===== src/rtl/uart_pkg.sv =====
// uart_pkg: shared state type and divider helper for the UART blocks
//   rx_state_t : receiver FSM states
//   uart_div   : clk cycles per oversample tick, CLK_HZ / (BAUD*OVS)
package uart_pkg;

    typedef enum logic [1:0] {IDLE, START, DATA, STOP} rx_state_t;

    function automatic int uart_div(input int clk_hz, input int baud, input int ovs);
        return clk_hz / (baud * ovs);
    endfunction

endpackage


===== src/rtl/uart_rx_if.sv =====
// uart_rx_if: byte/ready/clear port between the UART receiver and the CPU
//   dout[7:0] : last good byte        rdy       : byte available
//   rdy_clr   : consume pulse (CPU)   overrun   : sticky, byte lost
//   frame_err : sticky, bad stop bit  busy      : receiver not idle
//   master = CPU side, slave = receiver side
interface uart_rx_if;

    logic [7:0] dout;
    logic       rdy;
    logic       rdy_clr;
    logic       overrun;
    logic       frame_err;
    logic       busy;

    modport master (output rdy_clr, input dout, rdy, overrun, frame_err, busy);
    modport slave  (input rdy_clr, output dout, rdy, overrun, frame_err, busy);

endinterface


===== src/rtl/uart_tick.sv =====
// uart_tick: oversample tick generator, one-cycle pulse every DIV clocks
//   clk, rst_n : clock, async active-low reset
//   en         : run; counter is held at 0 while low so the phase restarts
//   tick       : pulse on count DIV-1
module uart_tick #(
    parameter int DIV = 10
) (
    input  logic clk,
    input  logic rst_n,
    input  logic en,
    output logic tick
);

    localparam int W = DIV > 1 ? $clog2(DIV) : 1;

    logic [W-1:0] cnt;

    assign tick = en && cnt == W'(DIV - 1);

    always_ff @(posedge clk or negedge rst_n)
        if (!rst_n)
            cnt <= '0;
        else
            cnt <= (!en || tick) ? '0 : cnt + W'(1);

endmodule


===== src/rtl/uart_rx.sv =====
// uart_rx: 8N1 UART receiver with byte/ready/clear port and sticky error flags
//   clk, rst_n : clock, async active-low reset
//   rx         : serial line, idle high, asynchronous to clk
//   bus        : uart_rx_if.slave (dout, rdy, rdy_clr, overrun, frame_err, busy)
module uart_rx
    import uart_pkg::*;
#(
    parameter int CLK_HZ = 100_000_000,
    parameter int BAUD   = 115200,
    parameter int OVS    = 16
) (
    input  logic      clk,
    input  logic      rst_n,
    input  logic      rx,
    uart_rx_if.slave  bus
);

    localparam int             DIV  = uart_div(CLK_HZ, BAUD, OVS);
    localparam int             TW   = $clog2(OVS);
    localparam logic [TW-1:0]  MID  = TW'(OVS / 2 - 1);
    localparam logic [TW-1:0]  LAST = TW'(OVS - 1);

    rx_state_t     state, state_n;
    logic          sync1, rx_s;
    logic          armed, armed_n;
    logic          tick;
    logic [TW-1:0] tcnt, tcnt_n;
    logic [2:0]    bitcnt, bitcnt_n;
    logic [7:0]    shreg, shreg_n;
    logic          done_ok, done_bad;

    uart_tick #(.DIV(DIV)) u_tick (
        .clk  (clk),
        .rst_n(rst_n),
        .en   (state != IDLE),
        .tick (tick)
    );

    assign bus.busy = state != IDLE;

    always_comb begin
        state_n  = state;
        tcnt_n   = tcnt;
        bitcnt_n = bitcnt;
        shreg_n  = shreg;
        armed_n  = armed;
        done_ok  = 1'b0;
        done_bad = 1'b0;
        case (state)
            IDLE: begin
                tcnt_n   = '0;
                bitcnt_n = '0;
                // a start edge only counts after the line has been seen high
                if (rx_s)
                    armed_n = 1'b1;
                else if (armed) begin
                    armed_n = 1'b0;
                    state_n = START;
                end
            end
            START: if (tick) begin
                tcnt_n = tcnt + TW'(1);
                if (tcnt == MID) begin
                    tcnt_n  = '0;
                    state_n = rx_s ? IDLE : DATA;
                end
            end
            DATA: if (tick) begin
                tcnt_n = (tcnt == LAST) ? '0 : tcnt + TW'(1);
                if (tcnt == LAST) begin
                    shreg_n  = {rx_s, shreg[7:1]};
                    bitcnt_n = bitcnt + 3'd1;
                    if (bitcnt == 3'd7)
                        state_n = STOP;
                end
            end
            STOP: if (tick) begin
                tcnt_n = tcnt + TW'(1);
                if (tcnt == LAST) begin
                    tcnt_n   = '0;
                    state_n  = IDLE;
                    done_ok  = rx_s;
                    done_bad = !rx_s;
                end
            end
            default: state_n = IDLE;
        endcase
    end

    always_ff @(posedge clk or negedge rst_n)
        if (!rst_n) begin
            sync1         <= 1'b1;
            rx_s          <= 1'b1;
            state         <= IDLE;
            armed         <= 1'b0;
            tcnt          <= '0;
            bitcnt        <= '0;
            shreg         <= '0;
            bus.dout      <= '0;
            bus.rdy       <= 1'b0;
            bus.overrun   <= 1'b0;
            bus.frame_err <= 1'b0;
        end else begin
            sync1  <= rx;
            rx_s   <= sync1;
            state  <= state_n;
            armed  <= armed_n;
            tcnt   <= tcnt_n;
            bitcnt <= bitcnt_n;
            shreg  <= shreg_n;
            if (done_ok)
                bus.dout <= shreg;
            // completion beats a simultaneous clear; the clear still drops overrun
            bus.rdy       <= done_ok | (bus.rdy & ~bus.rdy_clr);
            bus.overrun   <= ~bus.rdy_clr & (bus.overrun | (done_ok & bus.rdy));
            bus.frame_err <= done_bad | (bus.frame_err & ~bus.rdy_clr);
        end

endmodule


===== src/flat_wrapper.sv =====
// flat-port wrapper written by rule: the top's interface ports become plain ports
module uart_rx_flat import uart_pkg::*;
#(
    parameter int CLK_HZ = 100_000_000,
    parameter int BAUD   = 115200,
    parameter int OVS    = 16
)
  (clk, rst_n, rx, bus_rdy_clr, bus_dout, bus_rdy, bus_overrun, bus_frame_err, bus_busy);
  uart_rx_if bus_i ();
  input  logic clk;
  input  logic rst_n;
  input  logic rx;
  input wire logic [$bits(bus_i.rdy_clr)-1:0] bus_rdy_clr;
  output wire logic [$bits(bus_i.dout)-1:0] bus_dout;
  output wire logic [$bits(bus_i.rdy)-1:0] bus_rdy;
  output wire logic [$bits(bus_i.overrun)-1:0] bus_overrun;
  output wire logic [$bits(bus_i.frame_err)-1:0] bus_frame_err;
  output wire logic [$bits(bus_i.busy)-1:0] bus_busy;
  assign bus_i.rdy_clr = bus_rdy_clr;
  assign bus_dout = bus_i.dout;
  assign bus_rdy = bus_i.rdy;
  assign bus_overrun = bus_i.overrun;
  assign bus_frame_err = bus_i.frame_err;
  assign bus_busy = bus_i.busy;
  uart_rx #(.CLK_HZ(CLK_HZ), .BAUD(BAUD), .OVS(OVS)) u_core (.clk(clk), .rst_n(rst_n), .rx(rx), .bus(bus_i));
endmodule

===== config.mk =====
export PLATFORM = sky130hd
export DESIGN_NAME = uart_rx_flat
export DESIGN_NICKNAME = d
export VERILOG_FILES = /design/src/rtl/uart_pkg.sv /design/src/rtl/uart_rx_if.sv /design/src/rtl/uart_tick.sv /design/src/rtl/uart_rx.sv /design/src/flat_wrapper.sv
export SDC_FILE = /design/constraint.sdc
export NUM_CORES = 1
export LEC_CHECK = 0
export BUFFER_PORTS_ARGS = -buffer_cell sky130_fd_sc_hd__buf_2
export CORE_UTILIZATION = 30
export CTS_CLUSTER_SIZE = 16
export DETAILED_ROUTE_END_ITERATION = 16
export GPL_ROUTABILITY_DRIVEN = 0
export PLACE_DENSITY = 0.54
export SYNTH_ARGS = -nofsm -noshare
export SYNTH_HDL_FRONTEND = slang
export SYNTH_SLANG_ARGS = --single-unit

===== constraint.sdc =====
create_clock -name clk -period 2.1 [get_ports clk]
set_clock_uncertainty 0.1 [all_clocks]
set_input_delay 0.315 -clock clk [delete_from_list [all_inputs] [get_ports clk]]
set_output_delay 0.315 -clock clk [all_outputs]
set_load 0.03 [all_outputs]

==> out/metrics.csv <==
metric,value,unit
run status,"complete, no violations",
Total GRT Usage,11.4,%
synthesis-to-layout area growth,12.7,%
DP HPWL,2220,um
"most common cell after layout, fill and taps aside",dfrtp_1,
"Avg Cell Area, Syn",11.7,um^2
hold_buf cts,0,
drt first pass iters,4,
cell area after synthesis,1760,um^2
Hold Path Class,in2async,
largest net degree at the start of global routing,38,
Synth Area in Simple Gates,17.4,%
cells after synthesis,150,
Reg2Reg Capture Point,u_core.bus.dout[5],
# DRC,0,
# diodes,0,
GR Overflow Total,0,
Max Slew Vio Count,0,
"EDFF count, synth",0,
startpoint types,flip-flop,
setup TNS,0,ns
Initial Utilization,31.5,%
Avg WL per Cell,13.3,um
die area,6170,um^2
synthesized net count,159,
Place WS,0.259,ns
final setup vio count,0,
min cycle time layout,1.89,ns
achievable frequency,0.529,GHz
crit path DAT,1.48,ns
FF-to-FF path depth,5,
clock sink count,37,
number of setup buffers added after CTS,0,
"commonest non-fill, non-tap cells in the layout","dfrtp_1, mux2_2, buf_2",
multiplexer share of the synthesized area,10.8,%
"Seq/Total Area, Yosys",52.8,%
Ys Warns,0,
largest family of logic cells by synthesized area,simple AND/OR/NAND/NOR gates,
port bufs,15,
PD cells,804,nW/um^2
Max Cap Viol,0,
RSZ-0062 raised after global routing,false,
CP endpoint kind,output port,
nets@finish,175,
Initial DRC Count,102,
number of antenna violations at the first check in global routing,0,
worst vdd ir,0.000308,V
cell row count,27,
R2R Path Start,u_core.u_tick.cnt[1],
total CTS buffers,5,
Die Y,78.6,um
worst skew pair latency,0.28,ns
# fillers,537,
cell leakage power,0.959,nW
core footprint,5570,um^2
clock transition at the registers of the reported paths,0.07,ns
Post-Synth Adder-Cell Area,3.56,%
Slew HR,45.7,%
vias in the first global route,1179,
worst slew pin tran,0.814,ns
critical-path maximum fanout,17,
r2r setup slk,0.26,ns
Setup WS post-layout,0.209,ns
#FFs+latches synth,37,
Fin. Hold Viols,0,
synth unique cells,41,
global-route wire length before repair,5530,um
I/O pin count,16,
post-route ant nets,0,
total number of vias,1218,
Clock Tree Buf Depth,2,
Async SR Flop Fraction,100,%
Most used DFF post-synth,dfrtp_1,
Root Buffer,clkbuf_8,
Synth Area in XOR/XNOR,1.49,%
post-cts resize count,0,
CTS tree,built,
WP data required,1.68,ns
critical path type,reg2out,
WL final,3170,um
period utilization,90.0,%
Compound-Gate Fraction of Synth Area,9.68,%
die width,78.6,um
proportion of layout cells with a drive suffix above 1,29.3,%
H-tree depth,2,
vias per inst,5.10,
per-stage QoR:
step / utilization, % / power, W / hold WS [ns] / area (um^2) / cells
final: 35.5 / 0.00159 / 0.0222 / 1980 / 239
after global routing: 35.5 / 0.00170 / 0.00771 / 1980 / 239
after CTS: 35.5 / 0.00162 / 0.0200 / 1980 / 239
after detailed placement: 34.0 / 0.00112 / 0.252 / 1890 / 231
after global placement: 34.0 / 0.00111 / 0.247 / 1890 / 231
after floorplan: - / 0.00104 / -0.0806 / 1760 / 150
cells in the mapped netlist, types with 3 or more instances:
master / number / area share [%]
a21oi_1: 5 / 1.4
a311o_1: 3 / 1.7
a31oi_1: 4 / 1.4
and2_1: 3 / 1.1
and3_1: 3 / 1.1
clkbuf_1: 4 / 0.85
dfrtp_1: 35 / 50
ha_1: 5 / 3.6
inv_1: 6 / 1.3
mux2_2: 16 / 10
nand2_1: 11 / 2.3
nand3_1: 8 / 2.3
nor2_1: 6 / 1.3
o21ai_0: 4 / 1.1
worst max path at each step:
stage / start / to / slack (ns) / cells past startpoint
5_1_grt: flip-flop / bus_busy / 0.14 / 2
4_1_cts: flip-flop / bus_busy / 0.20 / 2
3_3_place_gp: u_core.u_tick.cnt[1] / u_core.bus.dout[1] / 0.31 / 5
6_report: flip-flop / bus_busy / 0.21 / 2
2_1_floorplan: u_core.u_tick.cnt[0] / u_core.bus.dout[0] / 0.40 / 5
3_5_place_dp: u_core.u_tick.cnt[1] / u_core.bus.dout[5] / 0.26 / 5
sequential cells by signal, indices dropped and copies added (netlist names), named ones only:
signal	flops
u_core.bitcnt	3
u_core.bus.dout	8
u_core.bus.rdy	1
u_core.state	1
u_core.shreg	8
u_core.bus.overrun	1
u_core.tcnt	4
u_core.u_tick.cnt	6
u_core.rx_s	1
u_core.sync1	1
u_core.bus.frame_err	1
u_core.armed	1
power breakdown:
| group | switching (W) | leakage [nW] | internal, W | total (W) |
|---|---|---|---|---|
| logic | 0.000142 | 0.423 | 0.000103 | 0.000245 |
| clock network | 0.000249 | 0.0374 | 0.000234 | 0.000483 |
| registers | 0.0000891 | 0.498 | 0.000776 | 0.000865 |
routing by layer:
metal | part of all wire, % | global-route usage, % | up-vias
li1 | - | - | 570
met1 | 45 | 14.9 | 614
met2 | 49 | 18.3 | 32
met3 | 5.4 | 3.60 | 2
met4 | 0.50 | 2.78 | 0
met5 | 0 | 0 | -
cell type report:
class	count	area [um^2]	share of cell area (%)
sequential	37	928	46.9
multi-input combinational	98	754	38.1
timing repair buffer	18	97.6	4.93
tap	72	90.1	4.55
clock buffer	6	72.6	3.66
inverter	6	22.5	1.14
clock inverter	2	15.0	0.758
worst max-delay path: stages, from the launching register on:
cell	delay, ns
dfrtp_1	0.56
or2_2	0.43
buf_2	0.20
cells by family (layout without fill, tap and decap cells):
logic type	after synthesis	in the layout
and+or+nand+nor	48	48
DFF	37	37
AOI/OAI and AO/OA	25	25
muxes	17	17
buffers and inverters	15	32
adders and majority gates	5	5
xor gates and xnor gates	3	3
No activity file was read; power rests on OpenSTA's default activity.
